===== src/rtl/pixel_sched_pkg.sv =====
// Shared types and helpers for the pixel row scheduler.
// Holds the default geometry, the FSM state encoding, the row bus type and
// the filter-row target mask function.
package pixel_sched_pkg;

    localparam int DWIDTH_DEF   = 8;
    localparam int ROW_LEN_DEF  = 5;
    localparam int NUM_ROWS_DEF = 5;
    localparam int FILT_H_DEF   = 3;
    localparam int NUM_TS_DEF   = 10;
    localparam int ADDR_W_DEF   = 8;

    // Upper bound on PEs a mask can describe; callers size-cast down to FILT_H.
    localparam int MAX_PE = 32;

    typedef enum logic [2:0] {
        S_IDLE,
        S_FETCH,
        S_WAIT_MEM,
        S_DISPATCH,
        S_ADVANCE,
        S_DONE
    } state_t;

    typedef logic [DWIDTH_DEF*ROW_LEN_DEF-1:0] row_t;

    // Input row 'row' feeds PE k when 0 <= row-k <= filt_h-1.
    function automatic logic [MAX_PE-1:0] target_mask(input int row, input int filt_h = FILT_H_DEF);
        logic [MAX_PE-1:0] m;
        m = '0;
        for (int k = 0; k < MAX_PE; k++) begin
            if (k < filt_h && row >= k && (row - k) <= (filt_h - 1)) begin
                m[k] = 1'b1;
            end
        end
        return m;
    endfunction

endpackage


===== src/rtl/pixel_row_scheduler_pe_valid_tracker.sv =====
// Per-PE valid bank: loads a target mask, clears each bit on its own handshake.
// Latency: valid bits update on the edge after load / handshake.
// Backpressure: a bit stays set until its PE's ready is seen with it.
// Ports: load/load_mask set the bank; pe_ready clears handshaken bits;
//        pe_valid is the registered bank; all_clear_next is high when the
//        bank will be empty after this edge (no load pending).
module pe_valid_tracker #(
    parameter int N = 3
) (
    input  logic         clk,
    input  logic         rst_n,
    input  logic         load,
    input  logic [N-1:0] load_mask,
    input  logic [N-1:0] pe_ready,
    output logic [N-1:0] pe_valid,
    output logic         all_clear_next
);

    always_ff @(posedge clk or negedge rst_n) begin
        if (!rst_n) begin
            pe_valid <= '0;
        end else if (load) begin
            pe_valid <= load_mask;
        end else begin
            pe_valid <= pe_valid & ~pe_ready;
        end
    end

    // Bits that survive this edge: valid without a matching ready.
    assign all_clear_next = ~|(pe_valid & ~pe_ready);

endmodule


===== src/rtl/pixel_row_scheduler.sv =====
// Row sequencer: fetches ifmap rows and broadcasts each to the PEs that use it.
// Latency: 4 cycles per row minimum (fetch, mem wait, dispatch, advance).
// Backpressure: next fetch waits until every targeted PE has handshaken.
// Ports: start/busy/done job control; mem_rd_en/mem_rd_addr/mem_rd_data
//        single-cycle-latency SRAM read; pe_data/pe_row_idx shared row
//        register; pe_valid/pe_ready per-PE handshake.
// Optional: PIXEL_SCHED_PERF_CNT_EN adds the stall_cycles counter output.
module pixel_row_scheduler
    import pixel_sched_pkg::*;
#(
    parameter int DWIDTH   = DWIDTH_DEF,
    parameter int ROW_LEN  = ROW_LEN_DEF,
    parameter int NUM_ROWS = NUM_ROWS_DEF,
    parameter int FILT_H   = FILT_H_DEF,
    parameter int NUM_TS   = NUM_TS_DEF,
    parameter int ADDR_W   = ADDR_W_DEF
) (
    input  logic                        clk,
    input  logic                        rst_n,
    input  logic                        start,
    output logic                        busy,
    output logic                        done,
    output logic                        mem_rd_en,
    output logic [ADDR_W-1:0]           mem_rd_addr,
    input  logic [DWIDTH*ROW_LEN-1:0]   mem_rd_data,
    output logic [DWIDTH*ROW_LEN-1:0]   pe_data,
    output logic [$clog2(NUM_ROWS)-1:0] pe_row_idx,
`ifdef PIXEL_SCHED_PERF_CNT_EN
    output logic [31:0]                 stall_cycles,
`endif
    output logic [FILT_H-1:0]           pe_valid,
    input  logic [FILT_H-1:0]           pe_ready
);

    localparam int RW = $clog2(NUM_ROWS);
    localparam int TW = (NUM_TS > 1) ? $clog2(NUM_TS) : 1;
    localparam logic [RW-1:0] ROW_LAST = RW'(NUM_ROWS - 1);
    localparam logic [TW-1:0] TS_LAST  = TW'(NUM_TS - 1);

    state_t            state;
    logic [RW-1:0]     row_q;
    logic [TW-1:0]     ts_q;
    logic [FILT_H-1:0] tgt_mask;
    logic              all_clear_next;

    assign tgt_mask = FILT_H'(target_mask(int'(row_q), FILT_H));

    // The bank loads in the same edge that captures the returned row.
    pe_valid_tracker #(
        .N (FILT_H)
    ) u_valid_tracker (
        .clk            (clk),
        .rst_n          (rst_n),
        .load           (state == S_WAIT_MEM),
        .load_mask      (tgt_mask),
        .pe_ready       (pe_ready),
        .pe_valid       (pe_valid),
        .all_clear_next (all_clear_next)
    );

    // Rows are read in order, so the address is a running count equal to
    // ts*NUM_ROWS + row; it is bumped together with row/ts in ADVANCE.
    always_ff @(posedge clk or negedge rst_n) begin
        if (!rst_n) begin
            state       <= S_IDLE;
            busy        <= 1'b0;
            done        <= 1'b0;
            mem_rd_en   <= 1'b0;
            mem_rd_addr <= '0;
            pe_data     <= '0;
            pe_row_idx  <= '0;
            row_q       <= '0;
            ts_q        <= '0;
        end else begin
            done      <= 1'b0;
            mem_rd_en <= 1'b0;
            case (state)
                S_IDLE: begin
                    if (start) begin
                        state     <= S_FETCH;
                        busy      <= 1'b1;
                        mem_rd_en <= 1'b1;
                    end
                end
                S_FETCH: begin
                    state <= S_WAIT_MEM;
                end
                S_WAIT_MEM: begin
                    pe_data    <= mem_rd_data;
                    pe_row_idx <= row_q;
                    state      <= S_DISPATCH;
                end
                S_DISPATCH: begin
                    if (all_clear_next) begin
                        state <= S_ADVANCE;
                    end
                end
                S_ADVANCE: begin
                    if (row_q != ROW_LAST) begin
                        row_q       <= row_q + 1'b1;
                        mem_rd_addr <= mem_rd_addr + 1'b1;
                        mem_rd_en   <= 1'b1;
                        state       <= S_FETCH;
                    end else if (ts_q != TS_LAST) begin
                        row_q       <= '0;
                        ts_q        <= ts_q + 1'b1;
                        mem_rd_addr <= mem_rd_addr + 1'b1;
                        mem_rd_en   <= 1'b1;
                        state       <= S_FETCH;
                    end else begin
                        done  <= 1'b1;
                        busy  <= 1'b0;
                        state <= S_DONE;
                    end
                end
                S_DONE: begin
                    row_q       <= '0;
                    ts_q        <= '0;
                    mem_rd_addr <= '0;
                    state       <= S_IDLE;
                end
                default: begin
                    state <= S_IDLE;
                    busy  <= 1'b0;
                end
            endcase
        end
    end

`ifdef PIXEL_SCHED_PERF_CNT_EN
    // A stall is a dispatch cycle where rows are pending but no PE takes one.
    always_ff @(posedge clk or negedge rst_n) begin
        if (!rst_n) begin
            stall_cycles <= '0;
        end else if (state == S_IDLE && start) begin
            stall_cycles <= '0;
        end else if (state == S_DISPATCH && (|pe_valid) && !(|(pe_valid & pe_ready))
                     && stall_cycles != '1) begin
            stall_cycles <= stall_cycles + 32'd1;
        end
    end
`endif

endmodule

===== config.mk =====
export PLATFORM = sky130hd
export DESIGN_NAME = pixel_row_scheduler
export DESIGN_NICKNAME = d
export VERILOG_FILES = /design/src/rtl/pixel_sched_pkg.sv /design/src/rtl/pixel_row_scheduler_pe_valid_tracker.sv /design/src/rtl/pixel_row_scheduler.sv
export SDC_FILE = /design/constraint.sdc
export NUM_CORES = 1
export LEC_CHECK = 0
export ABC_AREA = 1
export BUFFER_PORTS_ARGS = -buffer_cell sky130_fd_sc_hd__clkbuf_2
export CORE_AREA = 5 5 85 87
export DETAILED_ROUTE_END_ITERATION = 10
export DIE_AREA = 0 0 90 92
export GPL_ROUTABILITY_DRIVEN = 0
export HOLD_SLACK_MARGIN = 0.08
export PLACE_DENSITY = 0.8
export SKIP_CTS_REPAIR_TIMING = 1
export SLEW_MARGIN = 10
export SYNTH_ARGS = -nofsm -noshare
export SYNTH_HDL_FRONTEND = slang
export SYNTH_SLANG_ARGS = --single-unit

===== constraint.sdc =====
create_clock -name clk -period 1.7 [get_ports clk]
set_input_delay 0.51 -clock clk [delete_from_list [all_inputs] [get_ports clk]]
set_output_delay 0.51 -clock clk [all_outputs]
set_load 0.01 [all_outputs]

Yosys cells after proc, flatten, opt, wreduce, memory -nomap -nowiden
Index checks and enable logic that the tools add are counted.

$lt $le $gt $ge: 5. Equality and inequality tests: 13. Multiplexer cells: 29. Reduce and logical (&&, ||, !) cells: 10. Add/sub/neg operators: 5. Bitwise gates (word level): 3.

Operators with widths (number): 3-bit 2-to-1 mux (7); 8-bit 2-to-1 mux (2); 8-bit one-hot mux with 2 select lines (1); 3-bit one-hot mux with 5 select lines (1); 1-bit 2-to-1 mux (12); 2-bit != test, second input constant (5); 8-bit by 1-bit adder with 8-bit output, second input constant (1); 4-bit by 3-bit less-or-equal comparator with 1-bit output, second input constant (2); 4-bit 2-to-1 mux (2); 4-bit one-hot mux with 2 select lines (1); 3-bit by 2-bit equality test with 1-bit output, second input constant (2); 3-bit equality test, second input constant (2); 3-bit != test, second input constant (2); 3-bit one-hot mux with 2 select lines (1); 4-bit by 1-bit adder with 4-bit output, second input constant (1); 4-bit != test, second input constant (1); 2-bit AND reduction (2); 4-bit AND reduction (1); 4-bit OR reduction (1); 3-bit by 1-bit subtractor with 4-bit output, second input constant (1); 3-bit by 2-bit subtractor with 4-bit output, second input constant (1); 3-bit by 1-bit adder with 3-bit output, second input constant (1); 3-bit bitwise AND (1); 3-bit by 1-bit equality test with 1-bit output, second input constant (1); other kinds (12) (13).

Output and inout bits: 57. Register bits: 67. Input bits: 46. Logic and storage cells: 75.

Logic depth before layout (Yosys ltp)
Gate-level depths: netlist of the first run.

Word-level depth: 5. Gate-level depth with buffers: 9. Gate-level depth less buffers: 9.

Modules after synthesis
Synthesis of the first run repeated with hierarchy kept, for this count alone.

Cell total of the unflattened synthesis: 368. Area total of the unflattened synthesis: 3098.0 µm².

Modules (own cells, without submodules): pixel_row_scheduler (seq. area each 1601.5 µm², cells an instance 347, instances 1, area each 2945.3 µm²); pe_valid_tracker (seq. area each 75.1 µm², cells an instance 21, instances 1, area each 152.6 µm²).

Least setup slack after synthesis of the first run
OpenSTA, ideal clock, no wires.

Path kind: reg-to-reg. Start point: register row_q[1]. End point: register row_q[2]. Library setup time: 126 ps. Cell stages (with the launch flop): 9. Slack: 216 ps. Clock period less this slack: 1484 ps. Data arrival time: 1358 ps. Path buffers: 1. Data required time: 1574 ps. Cell sequence: dfrtp_1 -> inv_1 -> ha_1 -> nand2_2 -> clkinv_2 -> nand2_4 -> o21ai_4 -> buf_6 -> o21ai_0.

Longest elaborated chain between the ends: 3. Elaborated cells on any way between the ends: 6. Classes of those cells: add/sub (1); eq/ne (2); mux (2); reduce/logical (1).

Ends and longest elaborated chain: from (decl) (RTL line pixel_row_scheduler.sv:41) `logic [RW-1:0] row_q;`; from (signal assigned) (RTL line pixel_row_scheduler.sv:100) `row_q <= row_q + 1'b1;`; 3-bit by 1-bit adder with 3-bit output or 3-bit != test (tied branches) (RTL line pixel_row_scheduler.sv:100, pixel_row_scheduler.sv:99); 3-bit 2-to-1 mux or 3-bit != test (tied branches); 3-bit one-hot mux with 2 select lines or 2-bit AND reduction (tied branches).

Parallel ways exist; a longest one is shown, timed or not. A chain may end at the register's enable or synchronous reset.

Worst setup path after layout of the first run
Start point: register ts_q[1]. End point: register row_q[1].

Longest elaborated chain between the ends: 3.

Ends and longest elaborated chain: from (decl) (RTL line pixel_row_scheduler.sv:42) `logic [TW-1:0] ts_q;`; from (signal assigned) (RTL line pixel_row_scheduler.sv:106) `ts_q <= ts_q + 1'b1;`; 4-bit != test (RTL line pixel_row_scheduler.sv:104) `end else if (ts_q != TS_LAST) begin`; 3-bit != test (no source line); 2-bit AND reduction (no source line).

Every way passes these cells.

==> results.toml, run 1 <==
[status]
status = "complete, no violations"

[yosys]
ys_warn_count = 0
synth_edf_count = 0
synth_top_family_by_area = "simple AND/OR/NAND/NOR gates"
synth-adder-area-share_pct = 4.88
synth_common_cells = "nand2_1, dfrtp_1, nand3_1, inv_1, o21ai_0"
synthXorXnorAreaFrac_pct = 1.71
yosysTopAreaCell = "dfrtp_1"
seq_area_frac_synth_pct = 54.5
avgSynthCellArea_sq_um = 8.49
ys_types = 23
ys_ff_latch = 67
synth_top_area_share_pct = 54.5
syn_area_sq_um = 3070
syn-num-nets = 420
synthSimpleGateAreaFrac_pct = 28.0
muxShareOfSynthArea_pct = 0.651
netlist_instances = 362
synth_most_common_cell = "nand2_1"
synth-async-reset-ratio_pct = 100
synth_ff_type = "dfrtp_1"
synthTopCellsByArea = "dfrtp_1, nand2_1, ha_1"
synth_compound_area_share_pct = 5.01

[setup_path]
crit_family = "flip-flops"
crit_path_start_kind = "flop"
endpoint = "row_q[1]"
cp.arrival_ns = 1.88
cp_slowest_stage_delay_ns = 0.42
rr_worst_depth = 9
crit_top_cell = "nand2_1"
cp_slowest_cell = "dfrtp_1"
critPathCaptureType = "flop"
r2r-start = "ts_q[1]"
path_class = "flop to flop"
crit_chain = "inv_1, ha_1, nand2_1, nor2_2, nand2_4, o21ai_4, buf_4, nand2_1, o21ai_1"
crit_fanout = 8
cp.depth = 9
critPathRequiredTime_ns = 1.96
r2r_setup_slack_ns = 0.08
r2r-end = "row_q[1]"
path_buf_inv = 2
worstSetupStartpoint = "ts_q[1]"

[cts]
clk_pin_slew_ns = 0.08
clk_latency_ns = 0.33
cts_buffer_depth = 2
clock_sinks = 67
cts_tree = "done"
htreeDepth = 3
cts_buffers = 9
root_buffer = "clkbuf_8"

[floorplan]
fp.dieW_um = 90
die_area_sq_um = 8280
io_pins = 103
core_sq_um = 6280
chipHeight_um = 92
rows = 29
start_util_pct = 49.0

[timing]
fmax_ghz = 0.618
hold_viol = 0
setup_slack_ns = 0.0817
fin_crit_ns = 1.62
slew_headroom_pct = 76.0
setup_viol = 0
tightest_slew_ns = 0.361
slew_violations = 0
rsz0062_at_grt = "false"
tns_ns = 0
skew_ns = 0.0106
timing.final.crit_share_pct = 95.2

[pwr]
leakage_nw = 2.27
p_per_area_nw_per_um2 = 1810
ir_worst_vdd_uv = 928

[finish]
num_antenna_cells = 0
final_nets = 532
drive_above_1_share_pct = 29.4
n_fill_cell = 541
area_growth_pct = 29.0

[route]
routed-wl-met3_um = 565
initialDrtViolationCount = 73
antenna_left = 0
dr_total_vias = 2677
highest_layer = "met4"
vias_per_cell = 4.81
drc_errors = 0
wirelength_mm = 7.20
avgRoutedWirePerCell_um = 13.0
met2_length_mm = 3.35
wirelength_met1_mm = 3.19
first_pass_iters = 4

[global_routing]
grt_pass1_wl_mm = 12.0
gr-total-overflow = 0
antenna_found_initial = 0
grt_start_max_net_pins = 68
grt_usage_pct = 17.4
grt_pass1_vias = 2577

[place]
io_buffers = 102
post-place-ws_ns = 0.0922
hpwlAfterDp_mm = 5.15

[flow_run]
cap_violations = 0

[worst_hold_path]
worstHoldPathType = "primary input to async pin"
==> how the worst min path moves through the flow <==
stage                     endpoint  cells past startpoint         from  slack, ns
floorplan                     busy                      0        rst_n       0.21
global placement        pe_data[7]                      2   pe_data[7]       0.46
detailed placement     pe_data[38]                      2  pe_data[38]       0.46
CTS                 mem_rd_addr[6]                      2        rst_n       0.20
global route           pe_data[27]                      2        rst_n       0.21
finish                 pe_data[27]                      2        rst_n       0.17
==> per-stage QoR <==
stage | std cells | utilization, % | hold WS [ns] | power (mW) | cell area [sq um]
final | 556 | 63.2 | 0.173 | 7.19 | 3970
after global routing | 556 | 63.2 | 0.211 | 7.80 | 3970
after CTS | 554 | 62.6 | 0.196 | 7.22 | 3930
after detailed placement | 538 | 59.0 | 0.464 | 5.71 | 3700
after global placement | 538 | 59.0 | 0.462 | 5.59 | 3700
after floorplan | 362 | - | 0.214 | 4.54 | 3070
==> layout make-up <==
class	instances	area (sq um)	share of cell area [%]
flip-flops and latches	67	1680	42.3
multi-input cells	260	1250	31.5
repair buffers	112	623	15.7
clock buffers	12	155	3.91
well taps	77	96.3	2.43
inverters	24	91.3	2.30
clock inverters	4	72.6	1.83
==> flip-flops by register name, indices dropped and copies added, names as in the netlist <==
| signal | cells |
|---|---|
| done | 1 |
| mem_rd_en | 1 |
| pe_row_idx | 3 |
| busy | 1 |
| state | 3 |
| mem_rd_addr | 8 |
| row_q | 3 |
| pe_data | 40 |
| ts_q | 4 |
| u_valid_tracker.pe_valid | 3 |
==> layout by cell type (no fill, tap or decap), types with 3 or more instances in the layout <==
cell / count
nand4_1: 3
o21ai_1: 3
nor2_1: 9
clkbuf_8: 11
o21ai_0: 17
buf_4: 7
o21bai_1: 3
ha_1: 12
buf_12: 3
nand2_1: 171
xor2_1: 6
nand3_1: 22
nand2_2: 3
nor2_2: 3
inv_2: 3
dfrtp_1: 67
clkbuf_2: 101
inv_1: 20
==> cell families (layout without fill, tap and decap cells) <==
family                   after synthesis  in the layout
AND/OR/NAND/NOR                      214            214
flip-flops                            67             67
AO/OA/AOI/OAI                         26             26
XOR/XNOR                               6              6
adder cells (fa/ha/maj)               12             12
buffers and inverters                 35            152
multiplexers                           2              2
==> power by group <==
part	internal, mW	leakage [nW]	switching [mW]
Sequential	2.26	0.853	0.427
Clock	0.905	0.113	0.583
Combinational	1.19	1.31	1.83
==> per-layer routing <==
metal	global-route usage (%)	up-vias
met1	22.2	1212
met3	5.97	10
li1	-	1354
met4	5.58	0
met5	0	-
met2	27.9	101
Power figures use the tool's default switching activity.
==> run 2: changes to the inputs <==
Settings changed: PLACE_DENSITY 0.8 to default, PLACE_DENSITY_LB_ADDON from default to 0.05.
==> results.toml, run 2 (synthesis results as in run 1) <==
[setup_path]
crit_fanout = 5
rr_worst_depth = 9
r2r-start = "row_q[0]"
r2r-end = "mem_rd_addr[4]"
crit_path_start_kind = "flop"
critPathCaptureType = "flop"
path_class = "flop to flop"
r2r_setup_slack_ns = 0.20
critPathRequiredTime_ns = 1.96
cp.arrival_ns = 1.77

[global_routing]
grt_usage_pct = 16.8
antenna_found_initial = 0
grt_pass1_wl_mm = 11.6
grt-busiest-layer = "met2"
use_met3_pct = 4.58
grt_pass1_vias = 2478
gr-total-overflow = 0
grt_use_met2_pct = 25.7
grt_start_max_net_pins = 68
grtUsageMet1_pct = 22.7

[timing]
slew_violations = 0
hold_viol = 0
rsz0062_at_grt = "false"
tightest_slew_ns = 0.356
fin_crit_ns = 1.50
slew_headroom_pct = 76.2
tns_ns = 0
timing.final.crit_share_pct = 88.5
skew_ns = 0.00728
setup_viol = 0
fmax_ghz = 0.665

[place]
hpwlAfterDp_mm = 4.90
dp_cells = 539
io_buffers = 102
place_area_sq_um = 3740

[finish]
num_antenna_cells = 0
layout_common_cells = "nand2_1, clkbuf_2, dfrtp_1"
area_growth_pct = 27.8
final_util_pct = 62.6
layout_commonest_cell = "nand2_1"
register_area_sq_um = 1680
drive_above_1_share_pct = 28.7
n_fill_cell = 577
reg.largest.list = "pe_data (40), mem_rd_addr (8), ts_q (4)"
multi_input_area_sq_um = 1240
largest_reg_flops = 40
regMostFlops = "pe_data"
fin_area_sq_um = 3930
final_nets = 531
instances_no_fill = 554

[pwr]
power_mw = 6.97
p_sw_mw = 2.80
leakage_nw = 2.26
ir_worst_vdd_uv = 826
seqPwrFrac_pct = 38.3
p_int_mw = 4.17
combPwrFrac_pct = 43.2
clkPwrFrac_pct = 18.4
p_sw_share_pct = 40.2
p_per_area_nw_per_um2 = 1780

[floorplan]
rows = 29
fp.dieW_um = 90
start_util_pct = 49.0
core_sq_um = 6280
chipHeight_um = 92
io_pins = 103
die_area_sq_um = 8280

[route]
initialDrtViolationCount = 129
first_pass_iters = 4
antenna_left = 0
drc_errors = 0
wirelength_mm = 6.79
vias_per_cell = 4.69
dr_total_vias = 2596
avgRoutedWirePerCell_um = 12.3

[cts]
cts_tree = "done"
cts_buffer_depth = 2
clk_pin_slew_ns = 0.07
htreeDepth = 3
cts_buffers = 9
clk_latency_ns = 0.33
clock_sinks = 67
root_buffer = "clkbuf_8"

[status]
status = "complete, no violations"

[worst_hold_path]
worstHoldPathType = "primary input to async pin"

[flow_run]
cap_violations = 0
[run 2: per-layer routing]
layer / vias up / share of wire [%]
met3: 11 / 6.6
met4: 0 / 1.5
met2: 71 / 45
met1: 1166 / 47
met5: - / 0
li1: 1348 / -
[run 2: cell type report]
type	instances	area share [%]
timing repair buffer	111	16.0
clock buffer	10	3.50
inverter	24	2.33
sequential	67	42.7
multi-input combinational	260	31.7
clock inverter	5	1.37
tap	77	2.45
[run 2: how the worst max path moves through the flow]
stage	startpoint	cells after the start	to
after global routing	ts_q[1]	9	mem_rd_addr[4]
after floorplan	row_q[1]	8	row_q[2]
after CTS	row_q[0]	9	mem_rd_addr[4]
final	row_q[0]	9	mem_rd_addr[4]
after detailed placement	row_q[0]	8	row_q[0]
after global placement	row_q[0]	8	row_q[0]
[run 2: critical path: stages, from the launching register on]
cell and delay, ns:
dfrtp_1 0.41, inv_1 0.08, ha_1 0.23, nand2_2 0.13
clkinv_2 0.10, nand2_4 0.10, nor2_1 0.07, nor2_1 0.18
nand3_1 0.09, nand2_1 0.07
[run 2: metrics by stage]
step           hold WS, ns  setup slack [ns]
2_1_floorplan        0.214             0.216
3_3_place_gp         0.457             0.274
3_5_place_dp         0.464             0.187
4_1_cts              0.200             0.179
5_1_grt              0.223            0.0387
6_report             0.187             0.196
[run 2: power groups by stage]
stage / clock network [mW] / registers (mW) / logic (mW)
finish: 1.29 / 2.67 / 3.02
global route: 1.40 / 2.76 / 3.44
CTS: 1.33 / 2.67 / 3.08
detailed placement: 0 / 2.69 / 3.07
global placement: 0 / 2.68 / 3.01
floorplan: 0 / 2.95 / 1.59
==> run 3: changes to the inputs <==
Settings changed: REMOVE_ABC_BUFFERS from default to 1.
==> results.toml, run 3 (synthesis results as in run 1) <==
[status]
status = "complete, no violations"

[timing]
tns_ns = 0
fmax_ghz = 0.667
holdWs_ns = 0.169
slew_violations = 0
fin_crit_ns = 1.50
tightest_slew_ns = 0.255
rsz0062_at_grt = "false"
skew_ns = 0.00755
hold_viol = 0
slew_headroom_pct = 83.0
timing.final.crit_share_pct = 88.2
setup_viol = 0

[place]
hpwlAfterDp_mm = 4.91
io_buffers = 102
place_area_sq_um = 3720

[cts]
clock_sinks = 67
htreeDepth = 3
root_buffer = "clkbuf_8"
cts_buffers = 9
cts_tree = "done"
cts_buffer_depth = 2
clk_pin_slew_ns = 0.07
clk_latency_ns = 0.33

[finish]
final_nets = 531
register_area_sq_um = 1680
fin_area_sq_um = 3950
num_antenna_cells = 0
regMostFlops = "pe_data"
n_fill_cell = 575
drive_above_1_share_pct = 28.9
layout_common_cells = "nand2_1, clkbuf_2, dfrtp_1"
layout_commonest_cell = "nand2_1"
multi_input_area_sq_um = 1250
area_growth_pct = 28.4
reg.largest.list = "pe_data (40), mem_rd_addr (8), ts_q (4)"
largest_reg_flops = 40

[setup_path]
r2r_setup_slack_ns = 0.20
cp.arrival_ns = 1.71
crit_path_start_kind = "flop"
r2r-start = "ts_q[1]"
critPathRequiredTime_ns = 1.91
r2r-end = "mem_rd_addr[6]"
endpoint = "mem_rd_addr[6]"
rr_worst_depth = 8
crit_fanout = 16
critPathCaptureType = "flop"
path_class = "flop to flop"
worstSetupStartpoint = "ts_q[1]"

[floorplan]
core_sq_um = 6280
start_util_pct = 49.0
die_area_sq_um = 8280
chipHeight_um = 92
io_pins = 103
rows = 29
fp.dieW_um = 90

[pwr]
p_int_mw = 4.28
ir_worst_vdd_uv = 924
clkPwrFrac_pct = 19.7
power_mw = 7.06
leakage_nw = 2.27
p_per_area_nw_per_um2 = 1790
p_sw_share_pct = 39.4
combPwrFrac_pct = 42.5
seqPwrFrac_pct = 37.9
p_sw_mw = 2.78

[route]
drc_errors = 0
wirelength_mm = 6.78
avgRoutedWirePerCell_um = 12.2
vias_per_cell = 4.66
dr_total_vias = 2584
antenna_left = 0
first_pass_iters = 4
initialDrtViolationCount = 72

[global_routing]
grt_pass1_vias = 2510
antenna_found_initial = 0
grt_usage_pct = 16.9
grt_start_max_net_pins = 49
grt_pass1_wl_mm = 11.6
gr-total-overflow = 0

[worst_hold_path]
worstHoldPathType = "primary input to async pin"

[flow_run]
cap_violations = 0
run 3: changes by cell type in the layout (fill, tap and decap cells not counted):
cell / delta
bufinv_16: +1
clkbuf_1: +1
clkbuf_8: -1
clkinv_2: +1
clkinv_4: -1
nor2_1: -1
nor2_2: +1
run 3: through the flow:
stage | worst slack, ns | cells | utilization [%]
after floorplan | -0.772 | 351 | -
after global placement | 0.158 | 538 | 59.2
after detailed placement | 0.0865 | 538 | 59.2
after CTS | 0.0975 | 554 | 62.5
after global routing | 0.0135 | 555 | 62.9
final | 0.201 | 555 | 62.9
run 3: cell type report:
| cell class | count | area share [%] |
|---|---|---|
| sequential | 67 | 42.5 |
| multi-input combinational | 260 | 31.6 |
| timing repair buffer | 111 | 15.9 |
| clock buffer | 10 | 3.23 |
| tap | 77 | 2.44 |
| inverter | 24 | 2.31 |
| clock inverter | 6 | 2.03 |
run 3: critical path, stage by stage, from the launching register on:
cell and delay, ns:
dfrtp_1 0.41, inv_1 0.09, ha_1 0.16, nand2_1 0.05
nor2_1 0.17, nand2_4 0.09, o21ai_4 0.17, buf_12 0.15
o21ai_0 0.08
run 3: worst min-delay path by stage:
stage | start | cells after the start | endpoint | slack (ns)
final | rst_n | 2 | pe_data[5] | 0.17
after global placement | busy | 2 | busy | 0.46
after floorplan | rst_n | 0 | busy | 0.21
after detailed placement | busy | 2 | busy | 0.46
after global routing | rst_n | 2 | pe_data[29] | 0.18
after CTS | rst_n | 2 | pe_data[36] | 0.17
run 3: power groups by stage:
stage | combinational (mW) | sequential, mW | clock [mW]
floorplan | 1.48 | 2.95 | 0
global placement | 2.96 | 2.68 | 0
detailed placement | 3.01 | 2.70 | 0
CTS | 3.03 | 2.67 | 1.43
global route | 3.41 | 2.77 | 1.51
finish | 3.00 | 2.67 | 1.39
run 3: per-layer routing:
metal / global-route usage, % / part of all wire [%] / up-vias
li1: - / - / 1352
met1: 21.1 / 44 / 1155
met2: 28.0 / 49 / 69
met3: 5.16 / 5.9 / 8
met4: 5.58 / 1.3 / 0
met5: 0 / 0 / -
